$ cat config.mk
export PLATFORM = sky130hd
export DESIGN_NAME = serial_txn_sched_flat
export DESIGN_NICKNAME = d
export VERILOG_FILES = /design/src/rtl/serial_txn_pkg.sv /design/src/rtl/serial_txn_sched_if.sv /design/src/rtl/rr_arb2.sv /design/src/rtl/serial_txn_sched.sv /design/src/flat_wrapper.sv
export SDC_FILE = /design/constraint.sdc
export NUM_CORES = 1
export LEC_CHECK = 0
export CAP_MARGIN = 25
export CORE_ASPECT_RATIO = 1.25
export CORE_MARGIN = 2
export CORE_UTILIZATION = 55
export DETAILED_ROUTE_END_ITERATION = 10
export PLACE_DENSITY = 0.87
export SYNTH_ARGS = -nofsm -noshare
export SYNTH_HDL_FRONTEND = slang
export SYNTH_SLANG_ARGS = --single-unit
$ cat constraint.sdc
create_clock -name clk -period 3.25 [get_ports clk]
set_clock_uncertainty 0.2 [all_clocks]
set_input_delay 0.65 -clock clk [delete_from_list [all_inputs] [get_ports clk]]
set_output_delay 0.65 -clock clk [all_outputs]
set_load 0.005 [all_outputs]
$ cat src/rtl/serial_txn_pkg.sv
// rtl/serial_txn_pkg.sv - shared op encoding, header bytes, FSM states and gap length
package serial_txn_pkg;

    typedef enum logic [1:0] {
        OP_ILLEGAL = 2'd0,
        OP_CONFIG  = 2'd1,
        OP_START   = 2'd2,
        OP_READ    = 2'd3
    } op_e;

    localparam logic [7:0] HDR_CONFIG = 8'h0F;
    localparam logic [7:0] HDR_START  = 8'h33;
    localparam logic [7:0] HDR_READ   = 8'hC3;

    typedef enum logic [2:0] {
        ST_IDLE,
        ST_HDR,
        ST_CFG,
        ST_TURN,
        ST_RD,
        ST_GAP
    } state_e;

    // Low cycles between the end of one frame and the start of the next.
    localparam int GAP_LEN = 2;

    function automatic logic [7:0] hdr_byte(input op_e op);
        case (op)
            OP_CONFIG: hdr_byte = HDR_CONFIG;
            OP_START:  hdr_byte = HDR_START;
            OP_READ:   hdr_byte = HDR_READ;
            default:   hdr_byte = 8'h00;
        endcase
    endfunction

endpackage

$ cat src/rtl/serial_txn_sched_if.sv
// rtl/serial_txn_sched_if.sv - requester handshake and serial pad bundle
// Ports: req/op/wdata request side, ack/done/err/rdata/busy responses,
//        frame/ser_o/ser_oe/ser_i serial pad, suspend slave stall.
interface serial_txn_sched_if;

    logic [1:0]  req;
    logic [3:0]  op;
    logic [15:0] wdata;
    logic [1:0]  ack;
    logic [1:0]  done;
    logic [1:0]  err;
    logic [7:0]  rdata;
    logic        busy;
    logic        frame;
    logic        ser_o;
    logic        ser_oe;
    logic        ser_i;
    logic        suspend;

    modport master (
        output req, op, wdata, ser_i, suspend,
        input  ack, done, err, rdata, busy, frame, ser_o, ser_oe
    );

    modport slave (
        input  req, op, wdata, ser_i, suspend,
        output ack, done, err, rdata, busy, frame, ser_o, ser_oe
    );

endinterface

$ cat src/rtl/rr_arb2.sv
// rtl/rr_arb2.sv - two-way round-robin arbiter
// Ports: clk, rst (async, active-high), req[1:0] requests, advance (grant
//        consumed), grant[1:0] one-hot grant.
module rr_arb2 (
    input  logic       clk,
    input  logic       rst,
    input  logic [1:0] req,
    input  logic       advance,
    output logic [1:0] grant
);

    // ptr names the requester that wins a tie.
    logic ptr;

    always_comb begin
        grant = 2'b00;
        if (req[0] && (!req[1] || !ptr)) begin
            grant = 2'b01;
        end else if (req[1]) begin
            grant = 2'b10;
        end
    end

    // The requester just served loses the next tie.
    always_ff @(posedge clk or posedge rst) begin
        if (rst) begin
            ptr <= 1'b0;
        end else if (advance && (|grant)) begin
            ptr <= grant[0];
        end
    end

endmodule

$ cat src/rtl/serial_txn_sched.sv
// rtl/serial_txn_sched.sv - two-requester serial transaction scheduler
// Ports: clk, rst (async, active-high), bus (serial_txn_sched_if.slave):
//        requests in, registered ack/done/err/rdata/busy out, serial pad.
module serial_txn_sched
    import serial_txn_pkg::*;
(
    input  logic              clk,
    input  logic              rst,
    serial_txn_sched_if.slave bus
);

    state_e     state;
    logic [2:0] bit_cnt;
    logic [1:0] gap_cnt;
    logic       launch_q;
    op_e        op_q;
    logic [7:0] hdr_q;
    logic [7:0] wdata_q;
    logic [6:0] rd_shift;
    logic       gnt_id;

    logic [1:0] ack_q;
    logic [1:0] done_q;
    logic [1:0] err_q;
    logic [7:0] rdata_q;
    logic       busy_q;
    logic       frame_q;
    logic       ser_o_q;
    logic       ser_oe_q;

    logic [1:0] grant;
    logic       accept_win;
    logic       take;
    logic       frame_end;
    logic [2:0] next_bit;
    op_e        sel_op;
    logic [7:0] sel_wdata;

    // A new request may be accepted in idle, or in the first gap cycle so
    // that the next frame starts right as the gap ends.
    assign accept_win = (state == ST_IDLE && !launch_q) ||
                        (state == ST_GAP && gap_cnt == 2'(GAP_LEN - 2));
    assign take       = accept_win && !bus.suspend && (|bus.req);

    rr_arb2 u_arb (
        .clk     (clk),
        .rst     (rst),
        .req     (bus.req),
        .advance (take),
        .grant   (grant)
    );

    assign sel_op    = op_e'(grant[1] ? bus.op[3:2] : bus.op[1:0]);
    assign sel_wdata = grant[1] ? bus.wdata[15:8] : bus.wdata[7:0];
    assign next_bit  = bit_cnt + 3'd1;

    // Last active bit of the frame: start ends after its header, config
    // after the data byte, read after the sampled byte.
    assign frame_end = !bus.suspend && (bit_cnt == 3'd7) &&
                       ((state == ST_HDR && op_q != OP_CONFIG && op_q != OP_READ) ||
                        state == ST_CFG || state == ST_RD);

    always_ff @(posedge clk or posedge rst) begin
        if (rst) begin
            state    <= ST_IDLE;
            bit_cnt  <= 3'd0;
            gap_cnt  <= 2'd0;
            launch_q <= 1'b0;
            op_q     <= OP_ILLEGAL;
            hdr_q    <= 8'h00;
            wdata_q  <= 8'h00;
            rd_shift <= 7'h00;
            gnt_id   <= 1'b0;
            ack_q    <= 2'b00;
            done_q   <= 2'b00;
            err_q    <= 2'b00;
            rdata_q  <= 8'h00;
            busy_q   <= 1'b0;
            frame_q  <= 1'b0;
            ser_o_q  <= 1'b0;
            ser_oe_q <= 1'b0;
        end else begin
            ack_q  <= 2'b00;
            done_q <= 2'b00;
            err_q  <= 2'b00;

            if (take) begin
                ack_q   <= grant;
                gnt_id  <= grant[1];
                op_q    <= sel_op;
                hdr_q   <= hdr_byte(sel_op);
                wdata_q <= sel_wdata;
                if (sel_op == OP_ILLEGAL) begin
                    err_q <= grant;
                end else begin
                    launch_q <= 1'b1;
                    busy_q   <= 1'b1;
                end
            end

            if (frame_end) begin
                frame_q  <= 1'b0;
                ser_oe_q <= 1'b0;
                ser_o_q  <= 1'b0;
                done_q   <= gnt_id ? 2'b10 : 2'b01;
                gap_cnt  <= 2'd0;
                state    <= ST_GAP;
                if (state == ST_RD) begin
                    rdata_q <= {bus.ser_i, rd_shift};
                end
            end else begin
                case (state)
                    ST_IDLE: begin
                        if (launch_q) begin
                            launch_q <= 1'b0;
                            frame_q  <= 1'b1;
                            ser_oe_q <= 1'b1;
                            ser_o_q  <= hdr_q[0];
                            bit_cnt  <= 3'd0;
                            state    <= ST_HDR;
                        end
                    end
                    ST_HDR: begin
                        if (!bus.suspend) begin
                            if (bit_cnt == 3'd7) begin
                                bit_cnt <= 3'd0;
                                if (op_q == OP_CONFIG) begin
                                    ser_o_q <= wdata_q[0];
                                    state   <= ST_CFG;
                                end else begin
                                    ser_oe_q <= 1'b0;
                                    ser_o_q  <= 1'b0;
                                    state    <= ST_TURN;
                                end
                            end else begin
                                bit_cnt <= next_bit;
                                ser_o_q <= hdr_q[next_bit];
                            end
                        end
                    end
                    ST_CFG: begin
                        if (!bus.suspend) begin
                            bit_cnt <= next_bit;
                            ser_o_q <= wdata_q[next_bit];
                        end
                    end
                    ST_TURN: begin
                        if (!bus.suspend) begin
                            bit_cnt <= 3'd0;
                            state   <= ST_RD;
                        end
                    end
                    ST_RD: begin
                        if (!bus.suspend) begin
                            rd_shift[bit_cnt] <= bus.ser_i;
                            bit_cnt           <= next_bit;
                        end
                    end
                    ST_GAP: begin
                        // The gap runs on plain clocks; suspend does not stretch it.
                        if (gap_cnt == 2'(GAP_LEN - 1)) begin
                            if (launch_q) begin
                                launch_q <= 1'b0;
                                frame_q  <= 1'b1;
                                ser_oe_q <= 1'b1;
                                ser_o_q  <= hdr_q[0];
                                bit_cnt  <= 3'd0;
                                state    <= ST_HDR;
                            end else begin
                                busy_q <= 1'b0;
                                state  <= ST_IDLE;
                            end
                        end else begin
                            gap_cnt <= gap_cnt + 2'd1;
                        end
                    end
                    default: state <= ST_IDLE;
                endcase
            end
        end
    end

    assign bus.ack    = ack_q;
    assign bus.done   = done_q;
    assign bus.err    = err_q;
    assign bus.rdata  = rdata_q;
    assign bus.busy   = busy_q;
    assign bus.frame  = frame_q;
    assign bus.ser_o  = ser_o_q;
    assign bus.ser_oe = ser_oe_q;

endmodule
$ cat src/flat_wrapper.sv
// flat-port wrapper written by rule: the top's interface ports become plain ports
module serial_txn_sched_flat import serial_txn_pkg::*;
  (clk, rst, bus_req, bus_op, bus_wdata, bus_ser_i, bus_suspend, bus_ack, bus_done, bus_err, bus_rdata, bus_busy, bus_frame, bus_ser_o, bus_ser_oe);
  serial_txn_sched_if bus_i ();
  input  logic clk;
  input  logic rst;
  input wire logic [$bits(bus_i.req)-1:0] bus_req;
  input wire logic [$bits(bus_i.op)-1:0] bus_op;
  input wire logic [$bits(bus_i.wdata)-1:0] bus_wdata;
  input wire logic [$bits(bus_i.ser_i)-1:0] bus_ser_i;
  input wire logic [$bits(bus_i.suspend)-1:0] bus_suspend;
  output wire logic [$bits(bus_i.ack)-1:0] bus_ack;
  output wire logic [$bits(bus_i.done)-1:0] bus_done;
  output wire logic [$bits(bus_i.err)-1:0] bus_err;
  output wire logic [$bits(bus_i.rdata)-1:0] bus_rdata;
  output wire logic [$bits(bus_i.busy)-1:0] bus_busy;
  output wire logic [$bits(bus_i.frame)-1:0] bus_frame;
  output wire logic [$bits(bus_i.ser_o)-1:0] bus_ser_o;
  output wire logic [$bits(bus_i.ser_oe)-1:0] bus_ser_oe;
  assign bus_i.req = bus_req;
  assign bus_i.op = bus_op;
  assign bus_i.wdata = bus_wdata;
  assign bus_i.ser_i = bus_ser_i;
  assign bus_i.suspend = bus_suspend;
  assign bus_ack = bus_i.ack;
  assign bus_done = bus_i.done;
  assign bus_err = bus_i.err;
  assign bus_rdata = bus_i.rdata;
  assign bus_busy = bus_i.busy;
  assign bus_frame = bus_i.frame;
  assign bus_ser_o = bus_i.ser_o;
  assign bus_ser_oe = bus_i.ser_oe;
  serial_txn_sched u_core (.clk(clk), .rst(rst), .bus(bus_i));
endmodule
==> results.toml, run 1 <==
[setup_path]
crit_type = "input pin to flip-flop"
worst-path-max-fanout = 9
crit_required_ns = 3.25
crit_path_end_kind = "flip-flop"
start_kind = "input pin"
arrival_ns = 2.54

[yosys]
yosys-top-cells-count = "50 x dfrtp_1, 22 x o21ai_0, 21 x nand2_1"
ys_ff_latch = 50
synth_most_common_cell = "dfrtp_1"
syn_avg_cell_area_um2 = 10.6
syn-instance-count = 244
ys_top_cells_by_area = "dfrtp_1 48%, mux2_2 7.4%, mux2i_1 5.8%, o21ai_0 4.3%, nand2_1 3.0%"
synth_ff_type = "dfrtp_1"
synth-edff-count = 0
ys_async_sr_fraction_pct = 100
ys_types = 43
syn_nets = 274
yosys_warnings = 0
synth_area_um2 = 2590
yosys.area.top_type = "dfrtp_1"
synth-seq-area-share_pct = 48.3
synth_top_cell_area_share_pct = 48.3

[timing]
tns_ns = 0
setup_violations = 0
hold_ws_ns = 0.287
slew_headroom_pct = 33.1
hold_viol_final = 0
rsz0062_at_grt = "no"
worst_slew_pin_slew_ns = 1.00
fin_crit_sh_pct = 78.2
period_minus_slack_ns = 2.54
setup_ws_ns = 0.708
fmax_mhz = 393
finalMaxSlewViolations = 0

[drt]
vias = 1924
postRouteWirelength_um = 4670
routedWlPerCell_um = 13.6
drtIter0Drc = 124
ant_nets = 0
route.detailed.drc = 0
viasPerCell = 5.59
first_pass_iters = 4

[power_and_ir_drop]
power_frac_clock_pct = 17.6
leakage_nw = 1.48
finalPower_mw = 2.46
intPower_mw = 1.57
vdd_drop_max_uv = 389
switching_share_pct = 36.1
powerDensity_nw_per_um2 = 772
p_comb_share_pct = 41.9
pwr-share-seq_pct = 40.5
power.switching_uw = 888

[floorplan]
die_x_um = 65.4
initial_utilization_pct = 58.1
core_region_area_um2 = 4460
rows = 27
ioPinCount = 44
die_h_um = 80.7
floorplan.die_area_um2 = 5280

[global_routing]
grt_max_degree = 51
grt_first_pass_wirelength_um = 8070
track_usage_pct = 19.7
grt_pass1_vias = 1866
antenna_found_initial = 0
use_met3_pct = 3.50
gr-total-overflow = 0
grt_util_met1_pct = 25.2
busiest_layer = "met2"
use_met2_pct = 32.7

[cts]
post_cts_buffers = 0
clk_latency_ns = 0.30
cts_tree = "built"
clock-sinks = 50
clk_pin_slew_ns = 0.09
cts_made_buffers = 5
cts_resized = 0
cts_buffer_depth = 2
htree_levels = 2
cts_root_buf = "clkbuf_8"
holdBufCountCts = 0

[run_status]
status = "finished clean"

[finish]
fin_cells = 344
drive_gt1_share_pct = 15.0
fin_area_um2 = 3190
final_nets = 315
fill_cells = 336
postLayoutCoreUtil_pct = 71.5
n_antenna_cell = 0
area_growth_syn_to_layout_pct = 23.1

[min_path]
hold_path.class = "flip-flop to flip-flop"

[place]
pre_cts_slack_ns = 0.373
dp_hpwl_um = 3470
io_buffers = 43
placedCellCount = 336
place.gp.congestion = 0.814
placed_area_um2 = 3070

[job]
cap_violations = 0
-- placed cells by master, fill, tap and decap left out, types with 3 or more instances in the layout --
| master | Yosys | routed |
|---|---|---|
| nor2_1 | 16 | 16 |
| o31ai_1 | 3 | 3 |
| buf_4 | 0 | 3 |
| a2111oi_0 | 4 | 4 |
| o21ai_0 | 22 | 22 |
| clkdlybuf4s50_1 | 0 | 43 |
| dfrtp_1 | 50 | 50 |
| nor2b_1 | 8 | 8 |
| ha_1 | 4 | 4 |
| mux2i_1 | 15 | 15 |
| nor3_1 | 6 | 6 |
| mux2_2 | 17 | 17 |
| a21oi_1 | 5 | 5 |
| nand2b_1 | 4 | 4 |
| a31oi_1 | 3 | 3 |
| nand2_1 | 21 | 21 |
| inv_1 | 11 | 10 |
| mux2_4 | 4 | 4 |
| clkbuf_8 | 0 | 5 |
| and2_1 | 3 | 3 |
| nand3_1 | 7 | 7 |
-- routing by layer --
layer | up-vias | share of wire (%)
li1 | 946 | -
met1 | 912 | 44
met2 | 56 | 50
met3 | 10 | 3.8
met4 | 0 | 2.0
met5 | - | 0
-- worst paths after layout --
| check | startpoint | to | slack [ns] | cells past startpoint |
|---|---|---|---|---|
| min in group asynchronous | rst | u_core.bit_cnt[0]$_DFFE_PP0P_ | 0.52 | 3 |
| setup reg to reg | u_core.state[0]$_DFFE_PP0P_ | u_core.bus.busy$_DFF_PP0_ | 0.75 | 5 |
| hold reg to reg | u_core.gnt_id$_DFFE_PP0N_ | u_core.bus.done[0]$_DFF_PP0_ | 0.29 | 1 |
| hold / removal | u_core.gnt_id$_DFFE_PP0N_ | u_core.bus.done[0]$_DFF_PP0_ | 0.29 | 1 |
| max in group asynchronous | rst | u_core.bus.ack[1]$_DFF_PP0_ | 2.12 | 3 |
| setup / recovery | bus_suspend | u_core.rd_shift[2]$_DFFE_PP0P_ | 0.71 | 6 |
-- power by group through the flow --
| stage | Sequential [mW] | Combinational [mW] | Clock [mW] |
|---|---|---|---|
| floorplan | 0.899 | 0.896 | 0 |
| global placement | 0.993 | 0.990 | 0 |
| detailed placement | 1.00 | 1.03 | 0 |
| CTS | 0.992 | 1.04 | 0.445 |
| global route | 1.02 | 1.14 | 0.471 |
| finish | 0.995 | 1.03 | 0.433 |
-- state kept, by name, summed over array words and instances, names as in the netlist, 2 cells and up --
name	count
u_core.op_q	2
u_core.bus.err	2
u_core.bus.done	2
u_core.state	3
u_core.rd_shift	7
u_core.gap_cnt	2
u_core.bit_cnt	3
u_core.bus.rdata	8
u_core.wdata_q	8
u_core.bus.ack	2
u_core.hdr_q	4
-- cell families (layout without fill, tap and decap cells) --
family                     after synthesis  after routing  synth area share, %
buffers and inverters                   24             66                 4.11
DFF                                     50             50                 48.3
muxes                                   36             36                 15.5
and+or+nand+nor                         76             76                 15.6
xor gates and xnor gates                 2              2                0.967
AOI/OAI and AO/OA                       52             52                 13.6
adders and majority gates                4              4                 1.93
-- worst max-delay path, stage by stage --
cell and delay (ns):
clkdlybuf4s50_1 0.58, nor4b_1 0.42, nor2b_1 0.22, nand2b_1 0.13, nor3_1 0.19, mux2_2 0.35
-- layout make-up --
type,instances,area [µm²],area share [%]
flip-flops and latches,50,1250,39.3
clock buffers,5,68.8,2.16
inverters,11,41.3,1.30
multi-input cells,170,1230,38.8
clock inverters,3,45.0,1.41
well taps,58,72.6,2.28
repair buffers,47,473,14.8
No activity file was read; power rests on OpenSTA's default activity.
==> run 2, diff against run 1 <==
--- a/config.mk
+++ b/config.mk
@@ -8,9 +8,9 @@
 export CAP_MARGIN = 25
 export CORE_ASPECT_RATIO = 1.25
 export CORE_MARGIN = 2
-export CORE_UTILIZATION = 55
+export CORE_UTILIZATION = 53
 export DETAILED_ROUTE_END_ITERATION = 10
-export PLACE_DENSITY = 0.87
+export PLACE_DENSITY = 0.85
 export SYNTH_ARGS = -nofsm -noshare
 export SYNTH_HDL_FRONTEND = slang
 export SYNTH_SLANG_ARGS = --single-unit
==> constraint.sdc (replaced) <==
create_clock -name clk -period 2.7 [get_ports clk]
set_clock_uncertainty 0.2 [all_clocks]
set_input_delay 0.54 -clock clk [delete_from_list [all_inputs] [get_ports clk]]
set_output_delay 0.54 -clock clk [all_outputs]
set_load 0.005 [all_outputs]
==> run 2 against run 1 <==
Compared with the run above:
- combinational power is 27% higher
- register-to-register slack worse by 0.48 ns
- utilization fell by 2.7 points
- setup slack got worse by 0.44 ns
- clock-buffer cell count unchanged
- largest power group unchanged
- first-iteration DRC count is 5.6% lower
- highest routed layer unchanged
- sequential power is 20% higher
- largest cell class unchanged
==> results.toml, run 2 (synthesis gave the netlist of run 1 again) <==
[setup_path]
crit_path_end = "u_core.hdr_q[6]$_DFFE_PP0N_"
cpPeakStageDelay_ns = 0.56
crit_type = "flip-flop to flip-flop"
crit_start = "u_core.state[0]$_DFFE_PP0P_"
arrival_ns = 2.45
worstReg2RegEnd = "u_core.hdr_q[6]$_DFFE_PP0N_"
reg2reg_setup_slack_ns = 0.27
crit_chain = "or3_1 -> a211oi_1 -> o21ai_2 -> buf_4 -> o31ai_1"
path_delay_family = "compound AO/OA/AOI/OAI gates"
worstPathBufferInverterCount = 1
start_kind = "flip-flop"
crit_path_end_kind = "flip-flop"
worst-path-max-fanout = 28
r2r_cells = 5
r2r-start = "u_core.state[0]$_DFFE_PP0P_"
crit_required_ns = 2.72
cpMaxStageDelayCell = "dfrtp_1"
crit_cells = 5

[cts]
cts_tree = "built"
htree_levels = 2
cts_root_buf = "clkbuf_8"
cts_resized = 0
clk_latency_ns = 0.31
cts_made_buffers = 5
holdBufCountCts = 0
clock-sinks = 50
post_cts_buffers = 0
clk_pin_slew_ns = 0.09
cts_buffer_depth = 2

[finish]
fin_cells = 351
drive_gt1_share_pct = 16.5
area_growth_syn_to_layout_pct = 25.6
postLayoutCoreUtil_pct = 68.7
final_cell_mix = "50 x dfrtp_1, 43 x clkdlybuf4s50_1, 22 x o21ai_0, 21 x nand2_1, 17 x mux2_2"
fin_area_um2 = 3250
final_nets = 320
fill_cells = 352
n_antenna_cell = 0
layout_commonest_cell = "dfrtp_1"

[timing]
setup_violations = 0
hold_ws_ns = 0.282
period_minus_slack_ns = 2.43
hold_viol_final = 0
rsz0062_at_grt = "no"
fmax_mhz = 412
fin_crit_sh_pct = 90.0
tns_ns = 0
slew_headroom_pct = 67.8
worst_slew_pin_slew_ns = 0.480
finalMaxSlewViolations = 0

[drt]
drtIter0Drc = 117
route.detailed.drc = 0
first_pass_iters = 4
vias = 1970
ant_nets = 0
postRouteWirelength_um = 4940
viasPerCell = 5.61
routedWlPerCell_um = 14.1

[run_status]
status = "finished clean"

[power_and_ir_drop]
powerDensity_nw_per_um2 = 959
power.switching_mw = 1.10
pwr-share-seq_pct = 38.1
power_frac_clock_pct = 19.9
leakage_nw = 1.52
vdd_drop_max_uv = 449
p_comb_share_pct = 42.0
switching_share_pct = 35.4
intPower_mw = 2.01

[global_routing]
gr-total-overflow = 0
use_met3_pct = 4.61
track_usage_pct = 19.5
antenna_found_initial = 0
use_met2_pct = 32.4
busiest_layer = "met2"
grt_first_pass_wirelength_um = 8100
grt_max_degree = 29
grt_pass1_vias = 1801
grt_util_met1_pct = 24.0

[min_path]
hold_depth = 2
hold_path.class = "flip-flop to flip-flop"

[floorplan]
ioPinCount = 44
floorplan.die_area_um2 = 5460
core_region_area_um2 = 4730
rows = 28
die_h_um = 82.1
initial_utilization_pct = 54.7
die_x_um = 66.5

[place]
io_buffers = 43
place.gp.congestion = 0.924
placedCellCount = 343
dp_hpwl_um = 3540
placed_area_um2 = 3110

[job]
cap_violations = 0
## run 2: power by group through the flow
stage	Combinational, mW	Clock (mW)	Sequential, mW
5_1_grt	1.44	0.665	1.22
4_1_cts	1.31	0.631	1.18
2_1_floorplan	1.08	0	1.08
6_report	1.31	0.621	1.19
3_3_place_gp	1.25	0	1.18
3_5_place_dp	1.28	0	1.19
## run 2: per-stage QoR
| stage | power (mW) | worst slack (ns) |
|---|---|---|
| 6_report | 3.12 | 0.271 |
| 3_3_place_gp | 2.43 | 0.137 |
| 2_1_floorplan | 2.16 | 0.622 |
| 3_5_place_dp | 2.48 | 0.0529 |
| 5_1_grt | 3.33 | 0.0722 |
| 4_1_cts | 3.12 | 0.306 |
## run 2: worst register-to-register path, stage by stage, from the launching register on
cell,delay (ns)
dfrtp_1,0.56
or3_1,0.44
a211oi_1,0.46
o21ai_2,0.17
buf_4,0.25
o31ai_1,0.25
## run 2: cell type report
type | instances | area (µm²) | area share [%]
clock buffers | 5 | 68.8 | 2.12
clock inverters | 3 | 68.8 | 2.12
inverters | 11 | 41.3 | 1.27
multi-input cells | 170 | 1230 | 38.0
flip-flops and latches | 50 | 1250 | 38.5
well taps | 60 | 75.1 | 2.31
repair buffers | 52 | 510 | 15.7
## run 2: layer usage
metal	vias up	part of all wire, %
li1	956	-
met1	946	42
met2	60	52
met3	8	4.6
met4	0	1.6
met5	-	0
## run 2: worst min-delay path by stage
stage	startpoint	to	slack, ns
after floorplan	u_core.gnt_id$_DFFE_PP0N_	u_core.bus.done[0]$_DFF_PP0_	0.22
after CTS	u_core.gnt_id$_DFFE_PP0N_	u_core.bus.done[0]$_DFF_PP0_	0.28
after global routing	u_core.gnt_id$_DFFE_PP0N_	u_core.bus.done[0]$_DFF_PP0_	0.30
after detailed placement	u_core.gnt_id$_DFFE_PP0N_	u_core.bus.done[0]$_DFF_PP0_	0.27
final	u_core.bus.frame$_DFFE_PP0P_	u_core.bus.frame$_DFFE_PP0P_	0.28
after global placement	u_core.wdata_q[1]$_DFFE_PP0N_	u_core.wdata_q[1]$_DFFE_PP0N_	0.26
==> run 3, diff against run 2 <==
--- a/config.mk
+++ b/config.mk
@@ -5,10 +5,12 @@
 export SDC_FILE = /design/constraint.sdc
 export NUM_CORES = 1
 export LEC_CHECK = 0
+export ABC_CLOCK_PERIOD_IN_PS = 2700
 export CAP_MARGIN = 25
 export CORE_ASPECT_RATIO = 1.25
 export CORE_MARGIN = 2
 export CORE_UTILIZATION = 53
+export CTS_CLUSTER_SIZE = 28
 export DETAILED_ROUTE_END_ITERATION = 10
 export PLACE_DENSITY = 0.85
 export SYNTH_ARGS = -nofsm -noshare
==> results of run 3 <==
The final DEF is identical to that of run 2; final timing and power are the same.
